### config.mk
export PLATFORM = sky130hd
export DESIGN_NAME = button_conditioner
export DESIGN_NICKNAME = d
export VERILOG_FILES = /design/src/rtl/button_conditioner.sv
export SDC_FILE = /design/constraint.sdc
export NUM_CORES = 1
export LEC_CHECK = 0
export CAP_MARGIN = 20
export CORE_UTILIZATION = 65
export CTS_CLUSTER_SIZE = 30
export DETAILED_ROUTE_END_ITERATION = 7
export MAX_ROUTING_LAYER = met4
export PLACE_DENSITY = 0.84
export SLEW_MARGIN = 20
export SYNTH_ARGS = -nofsm -noshare
export SYNTH_HDL_FRONTEND = slang
export SYNTH_SLANG_ARGS = --single-unit
### constraint.sdc
create_clock -name clk -period 9.1 [get_ports clk]
set_input_delay 2.275 -clock clk [delete_from_list [all_inputs] [get_ports clk]]
set_output_delay 2.275 -clock clk [all_outputs]
set_load 0.005 [all_outputs]
### src/rtl/button_conditioner.sv
// Button conditioner: 2-flop synchronizer, per-button debounce and a single-cycle press strobe.
// Define BUTTON_REPEAT_EN to add per-button auto-repeat on the buttons selected by REPEAT_MASK.
module button_conditioner #(
  parameter int                N_BTN         = 6,
  parameter int                DEBOUNCE      = 50000,
  parameter int                REPEAT_DELAY  = 10000000,
  parameter int                REPEAT_PERIOD = 2500000,
  parameter logic [N_BTN-1:0]  REPEAT_MASK   = 6'b001111
) (
  input  logic             clk,
  input  logic             rst,
  input  logic [N_BTN-1:0] btn_raw,
  output logic [N_BTN-1:0] btn_level,
  output logic [N_BTN-1:0] btn_pulse
);

  localparam logic [15:0] DB_MAX = 16'(DEBOUNCE - 1);

  logic [N_BTN-1:0] sync1_q;
  logic [N_BTN-1:0] sync2_q;
  logic [N_BTN-1:0] level_q;
  logic [N_BTN-1:0] level_d;
  logic [N_BTN-1:0] pulse_q;
  logic [N_BTN-1:0] pulse_d;
  logic [N_BTN-1:0] press_s;
  logic [15:0]      cnt_q [N_BTN];
  logic [15:0]      cnt_d [N_BTN];

  // Two-stage synchronizer for the asynchronous pad inputs.
  always_ff @(posedge clk or posedge rst) begin
    if (rst) begin
      sync1_q <= {N_BTN{1'b0}};
      sync2_q <= {N_BTN{1'b0}};
    end else begin
      sync1_q <= btn_raw;
      sync2_q <= sync1_q;
    end
  end

  // Stability counters: count while the synchronized value disagrees, accept at DEBOUNCE-1.
  always_comb begin
    level_d = level_q;
    for (int i = 0; i < N_BTN; i++) begin
      cnt_d[i] = 16'd0;
      if (sync2_q[i] == level_q[i]) begin
        cnt_d[i] = 16'd0;
      end else if (cnt_q[i] >= DB_MAX) begin
        level_d[i] = sync2_q[i];
        cnt_d[i]   = 16'd0;
      end else begin
        cnt_d[i] = cnt_q[i] + 16'd1;
      end
    end
  end

  assign press_s = level_d & ~level_q;

`ifdef BUTTON_REPEAT_EN
  localparam logic [1:0]  ST_IDLE   = 2'd0;
  localparam logic [1:0]  ST_DELAY  = 2'd1;
  localparam logic [1:0]  ST_REPEAT = 2'd2;
  localparam logic [31:0] RD_MAX    = 32'(REPEAT_DELAY - 1);
  localparam logic [31:0] RP_MAX    = 32'(REPEAT_PERIOD - 1);

  logic [N_BTN-1:0] rep_s;

  for (genvar g = 0; g < N_BTN; g++) begin : g_rep
    if (REPEAT_MASK[g]) begin : g_fsm
      logic [1:0]  st_q;
      logic [1:0]  st_d;
      logic [31:0] rc_q;
      logic [31:0] rc_d;
      logic        fire_s;

      // Repeat FSM; looking at level_d keeps a pulse out of the cycle the level reads 0.
      always_comb begin
        st_d   = st_q;
        rc_d   = rc_q;
        fire_s = 1'b0;
        if (!level_d[g]) begin
          st_d = ST_IDLE;
          rc_d = 32'd0;
        end else begin
          case (st_q)
            ST_IDLE: begin
              if (press_s[g]) begin
                st_d = ST_DELAY;
                rc_d = 32'd0;
              end else begin
                rc_d = 32'd0;
              end
            end
            ST_DELAY: begin
              if (rc_q >= RD_MAX) begin
                st_d   = ST_REPEAT;
                rc_d   = 32'd0;
                fire_s = 1'b1;
              end else begin
                rc_d = rc_q + 32'd1;
              end
            end
            ST_REPEAT: begin
              if (rc_q >= RP_MAX) begin
                rc_d   = 32'd0;
                fire_s = 1'b1;
              end else begin
                rc_d = rc_q + 32'd1;
              end
            end
            default: begin
              st_d = ST_IDLE;
              rc_d = 32'd0;
            end
          endcase
        end
      end

      // Repeat state registers.
      always_ff @(posedge clk or posedge rst) begin
        if (rst) begin
          st_q <= ST_IDLE;
          rc_q <= 32'd0;
        end else begin
          st_q <= st_d;
          rc_q <= rc_d;
        end
      end

      assign rep_s[g] = fire_s;
    end else begin : g_none
      assign rep_s[g] = 1'b0;
    end
  end

  assign pulse_d = press_s | rep_s;
`else
  assign pulse_d = press_s;
`endif

  // Debounced level, counters and registered strobe.
  always_ff @(posedge clk or posedge rst) begin
    if (rst) begin
      level_q <= {N_BTN{1'b0}};
      pulse_q <= {N_BTN{1'b0}};
      for (int i = 0; i < N_BTN; i++) begin
        cnt_q[i] <= 16'd0;
      end
    end else begin
      level_q <= level_d;
      pulse_q <= pulse_d;
      for (int i = 0; i < N_BTN; i++) begin
        cnt_q[i] <= cnt_d[i];
      end
    end
  end

  assign btn_level = level_q;
  assign btn_pulse = pulse_q;

endmodule

==> results of run 1 <==
==> synth_stat cells (all sizes together) <==
| cell | instances |
|---|---|
| nor2 | 127 |
| nor4 | 27 |
| a2111oi | 5 |
| a31oi | 5 |
| xor2 | 13 |
| a211o | 1 |
| inv | 18 |
| nand3 | 26 |
| or3 | 1 |
| xnor2 | 70 |
| ha | 6 |
| nand4 | 13 |
| or4 | 1 |
| nand2 | 30 |
| or2 | 1 |
| and3 | 7 |
| nor3b | 6 |
| and2 | 1 |
| or3b | 5 |
| buf | 12 |
| dfrtp | 120 |
| and4 | 1 |
| nor3 | 25 |
| o21ai | 1 |
| a41oi | 1 |
| mux2 | 6 |
| a21oi | 1 |
==> layer usage <==
layer / share of wire (%) / GRT usage [%] / vias up
met3: 3.5 / 6.88 / 20
li1: - / - / 1846
met1: 44 / 32.3 / 1903
met2: 51 / 42.1 / 89
met4: 1.9 / 12.8 / 0
met5: 0 / - / -
==> flip-flops by register name, summed over array words and instances (netlist names) <==
signal     flops
cnt_q         96
btn_level      6
btn_pulse      6
sync1_q        6
sync2_q        6
==> path summary, 6_finish.rpt <==
path	endpoint	slack (ns)	from
min in group asynchronous	cnt_q[91]	2.18	rst
max in group asynchronous	cnt_q[13]	5.62	rst
hold / removal	sync2_q[2]	0.35	sync1_q[2]
setup reg to reg	cnt_q[59]	7.07	cnt_q[48]
setup / recovery	btn_level[1]	5.36	btn_level[1]
hold reg to reg	sync2_q[2]	0.35	sync1_q[2]
==> layout make-up <==
cell class,instances,area share (%)
multi-input cells,380,36.5
flip-flops and latches,120,47.4
inverters,18,1.11
repair buffers,20,3.12
well taps,105,2.07
clock inverters,11,2.69
clock buffers,21,7.09
==> cell usage in the layout, fill, tap and decap left out, drive strengths merged, types with 6 or more instances in the layout <==
cell	instances
and3	7
clkbuf	21
clkdlybuf4s50	19
dfrtp	120
ha	6
inv	19
mux2	6
nand2	30
nand3	26
nand4	13
nor2	127
nor3	25
nor3b	6
nor4	27
xnor2	70
xor2	13
==> kinds of logic (layout without fill, tap and decap cells) <==
kind of cell	after synthesis	in the layout	share of synthesized area [%]
and+or+nand+nor	271	271	23.8
DFF	120	120	54.6
xor gates and xnor gates	83	83	13.2
muxes	6	6	1.23
buffers and inverters	30	70	3.30
AOI/OAI and AO/OA	14	14	2.44
adders and majority gates	6	6	1.37
==> report_power, final <==
part	switching, uW	internal [uW]	leakage, uW	total [uW]
sequential	8.71	543	0.00163	552
clock	231	459	0.000295	690
combinational	22.0	11.2	0.000618	33.2
total	262	1010	0.00255	1280
==> stage by stage <==
stage          cell area (um^2)  std cells  hold WS (ns)  setup WS [ns]
2_1_floorplan              5500        530         0.331           3.64
3_3_place_gp               5710        643         0.333           5.02
4_1_cts                    6330        675         0.351           5.34
5_1_grt                    6330        675         0.359           5.31
3_5_place_dp               5710        643         0.341           5.01
6_report                   6330        675         0.352           5.36
==> results.json, run 1 <==
{
  "numClockSinks": 120,
  "r2r_cells": 5,
  "fin_worst_skew_ns": 0.00989,
  "vias": 3858,
  "slew_viol_final": 0,
  "grt_pass1_vias": 3976,
  "yosysUniqueCellTypes": 32,
  "dr.first_iter.drc_count": 219,
  "viasPerCell": 5.72,
  "io_pins": 20,
  "synth_top_cell_area_share_pct": 54.6,
  "min_period_ns": 3.74,
  "post_cts_buffers": 0,
  "die_y_um": 94.0,
  "cts_root_buffer": "clkbuf_8",
  "worst-slew-pin-transition_ns": 0.868,
  "grt_start_max_net_pins": 74,
  "clk_latency_ns": 0.51,
  "numCtsBuffers": 17,
  "htree_levels": 4,
  "path_max_fanout": 4,
  "cellLeakagePower_uw": 0.00255,
  "drive_gt1_share_pct": 9.47,
  "drt_first_pass_iters": 4,
  "fin_tns_setup_ns": 0,
  "ant_nets": 0,
  "hpwl_um": 6260,
  "cp_num_cells": 1,
  "crit_path_start_kind": "flip-flop",
  "final_core_util_pct": 77.1,
  "seq_area_um2": 3000,
  "worst-path-buf-inv": 1,
  "syn_area_um2": 5500,
  "syn_nets": 544,
  "cp_slowest_cell": "clkdlybuf4s50_1",
  "num-fill-cells": 497,
  "diodes": 0,
  "routedWlPerCell_um": 15.0,
  "slew_headroom_pct": 42.1,
  "die_area_um2": 8830,
  "fp.coreArea_um2": 8220,
  "cp_slowest_stage_delay_ns": 0.54,
  "yosysTopAreaCell": "dfrtp_1",
  "yosys_warnings": 0,
  "antenna_found_initial": 0,
  "clk_path_buf_depth": 2,
  "rsz0062_at_grt": "false",
  "dieWidth_um": 94.0,
  "power.total_uw": 1280,
  "min_period_over_period_pct": 41.1,
  "drc": 0,
  "worstSetupPathType": "reg2out",
  "area_delta_synth_final_pct": 15.2,
  "status": "finished clean",
  "initial_core_util_pct": 66.9,
  "min_path_cells": 0,
  "gp_congestion": 0.833,
  "cts.clk_slew.worst_paths_ns": 0.06,
  "finalSetupViolations": 0,
  "portBuffers": 19,
  "crit_required_ns": 6.83,
  "synth_seq_cells": 120,
  "vdd_drop_max_uv": 192,
  "rows": 33,
  "drv_cap": 0,
  "hold_viol_final": 0,
  "critPathCaptureType": "primary output",
  "avgSynthCellArea_um2": 10.4,
  "overflow": 0,
  "powerDensity_nw_per_um2": 201,
  "cts-hold-fix-buffers": 0,
  "globalRouteTotalUtil_pct": 26.7,
  "cp_data_arrival_time_ns": 1.46,
  "synth_cells": 530,
  "hp-class": "reg2reg",
  "multiInputGateArea_um2": 2310,
  "crit_family": "buffers and inverters",
  "cts_resized": 0,
  "nets": 571,
  "routed_wl_um": 10100,
  "synthTopCellsByArea": "dfrtp_1, xnor2_1, nor2_1",
  "clock.fmax_mhz": 268,
  "grt_pass1_wl_um": 17500,
  "path_cells": "clkdlybuf4s50_1",
  "yosysSeqAreaShare_pct": 54.6,
  "cts_tree": "done"
}
Note: power is estimated with default switching activity, not from simulation.
==> inputs of run 2 (changes only) <==
- CORE_UTILIZATION: 65 -> 61
- PLACE_DENSITY: 0.84 -> 0.8
- clock period: 9.1 -> 3.5 ns (I/O delays scaled with it)
==> run 2 against run 1 <==
Net effect: critical endpoint is now btn_level[3]; power grew 140%; wire length fell by 0.81%; cell count rose by 0.44%; via count shrank 0.78%; non-clock buffer count did not move; largest cell class unchanged.
==> results.json, run 2 (synthesis gave the netlist of run 1 again) <==
{
  "met1_usage_pct": 30.4,
  "min_period_over_period_pct": 67.1,
  "diodes": 0,
  "powerDensity_nw_per_um2": 489,
  "hpwl_um": 6250,
  "use_met2_pct": 37.6,
  "routed_wl_um": 10000,
  "ant_nets": 0,
  "reg2reg_slack_ns": 1.49,
  "hold_viol_final": 0,
  "cts-hold-fix-buffers": 0,
  "worstSetupPathType": "reg2out",
  "io_pins": 20,
  "grt-busiest-layer": "met2",
  "cellLeakagePower_uw": 0.00250,
  "grt.met3_usage_pct": 5.49,
  "clk_path_buf_depth": 2,
  "cp_slowest_stage_delay_ns": 0.54,
  "htree_levels": 4,
  "cts_root_buffer": "clkbuf_8",
  "cts.clk_slew.worst_paths_ns": 0.06,
  "numClockSinks": 120,
  "layout_commonest_cell": "nor2_1",
  "worst-path-buf-inv": 1,
  "clock.fmax_mhz": 426,
  "cts_resized": 0,
  "r2r-end": "cnt_q[41]",
  "portBuffers": 19,
  "slew_viol_final": 0,
  "place_area_um2": 5730,
  "hp-class": "reg2reg",
  "gp_congestion": 0.838,
  "routedWlPerCell_um": 14.8,
  "dr.first_iter.drc_count": 243,
  "cp_data_arrival_time_ns": 1.47,
  "drv_cap": 0,
  "die_area_um2": 9390,
  "rows": 34,
  "status": "finished clean",
  "r2r_start": "cnt_q[32]",
  "min_period_ns": 2.35,
  "fin_tns_setup_ns": 0,
  "drt_first_pass_iters": 4,
  "area_delta_synth_final_pct": 14.0,
  "numCtsBuffers": 17,
  "nets": 571,
  "initial_core_util_pct": 63.0,
  "crit_required_ns": 2.62,
  "die_y_um": 96.9,
  "fp.coreArea_um2": 8720,
  "top_register": "cnt_q",
  "crit_family": "buffers and inverters",
  "drive_gt1_share_pct": 9.65,
  "dieWidth_um": 96.9,
  "clk_latency_ns": 0.51,
  "stdcell_area_um2": 6270,
  "drc": 0,
  "path_cells": "clkdlybuf4s50_1",
  "slew_headroom_pct": 64.6,
  "final_cell_mix": "nor2_1, dfrtp_1, xnor2_1, nand2_1, nor4_1",
  "worst-slew-pin-transition_ns": 0.531,
  "min_path_cells": 0,
  "cp_slowest_cell": "clkdlybuf4s50_1",
  "viasPerCell": 5.65,
  "grt_pass1_vias": 3802,
  "min_from": "sync1_q[1]",
  "r2r_cells": 5,
  "hold_end": "sync2_q[1]",
  "whs_ns": 0.346,
  "rsz0062_at_grt": "false",
  "vias": 3828,
  "final_core_util_pct": 71.9,
  "globalRouteTotalUtil_pct": 24.1,
  "vdd_drop_max_uv": 379,
  "antenna_found_initial": 0,
  "overflow": 0,
  "grt_start_max_net_pins": 100,
  "crit_path_start_kind": "flip-flop",
  "fin_worst_skew_ns": 0.00603,
  "cts_tree": "done",
  "path_max_fanout": 4,
  "finalSetupViolations": 0,
  "post_cts_buffers": 0,
  "critPathCaptureType": "primary output",
  "largest_reg_flops": 96,
  "power.total_uw": 3070,
  "grt_pass1_wl_um": 17500
}
run 2: cell count changes in the layout (fill, tap and decap cells not counted):
cell	delta
bufinv_16	-4
clkinv_4	+3
inv_6	+3
clkbuf_8	-2
clkinvlp_4	+2
buf_12	+1
buf_4	-1
clkbuf_1	-1
clkinv_2	-1
inv_4	-1
inv_8	+1
run 2: stage by stage:
| stage | cells | worst slack [ns] |
|---|---|---|
| 5_1_grt | 678 | 1.11 |
| 4_1_cts | 678 | 1.12 |
| 2_1_floorplan | 530 | 1.16 |
| 3_5_place_dp | 646 | 1.33 |
| 6_report | 678 | 1.15 |
| 3_3_place_gp | 646 | 1.35 |
run 2: area by class of cell:
class | count | area, um^2
timing repair buffer | 20 | 210
sequential | 120 | 3000
clock inverter | 14 | 116
fill | 599 | 2450
tap | 108 | 135
multi-input combinational | 380 | 2310
inverter | 18 | 71.3
clock buffer | 18 | 418
run 2: how the worst max path moves through the flow:
stage	cells past startpoint	end	slack, ns	startpoint
6_report	1	btn_level[3]	1.15	btn_level[3]
3_3_place_gp	3	cnt_q[74]	1.35	rst
5_1_grt	1	btn_level[1]	1.11	btn_level[1]
4_1_cts	1	btn_level[3]	1.12	btn_level[3]
3_5_place_dp	3	cnt_q[75]	1.33	rst
2_1_floorplan	1	btn_level[0]	1.16	rst
run 2: layer usage:
layer | wire, um | up-vias | share of wire (%)
li1 | - | 1847 | -
met1 | 4560 | 1897 | 46
met2 | 4990 | 72 | 50
met3 | 339 | 12 | 3.4
met4 | 136 | 0 | 1.4
met5 | 0 | - | 0
run 2: report_power, final:
| part | internal (uW) | switching [uW] | total [uW] |
|---|---|---|---|
| sequential | 1410 | 23.0 | 1430 |
| clock | 883 | 659 | 1540 |
| combinational | 30.9 | 57.9 | 88.8 |
| total | 2330 | 740 | 3070 |
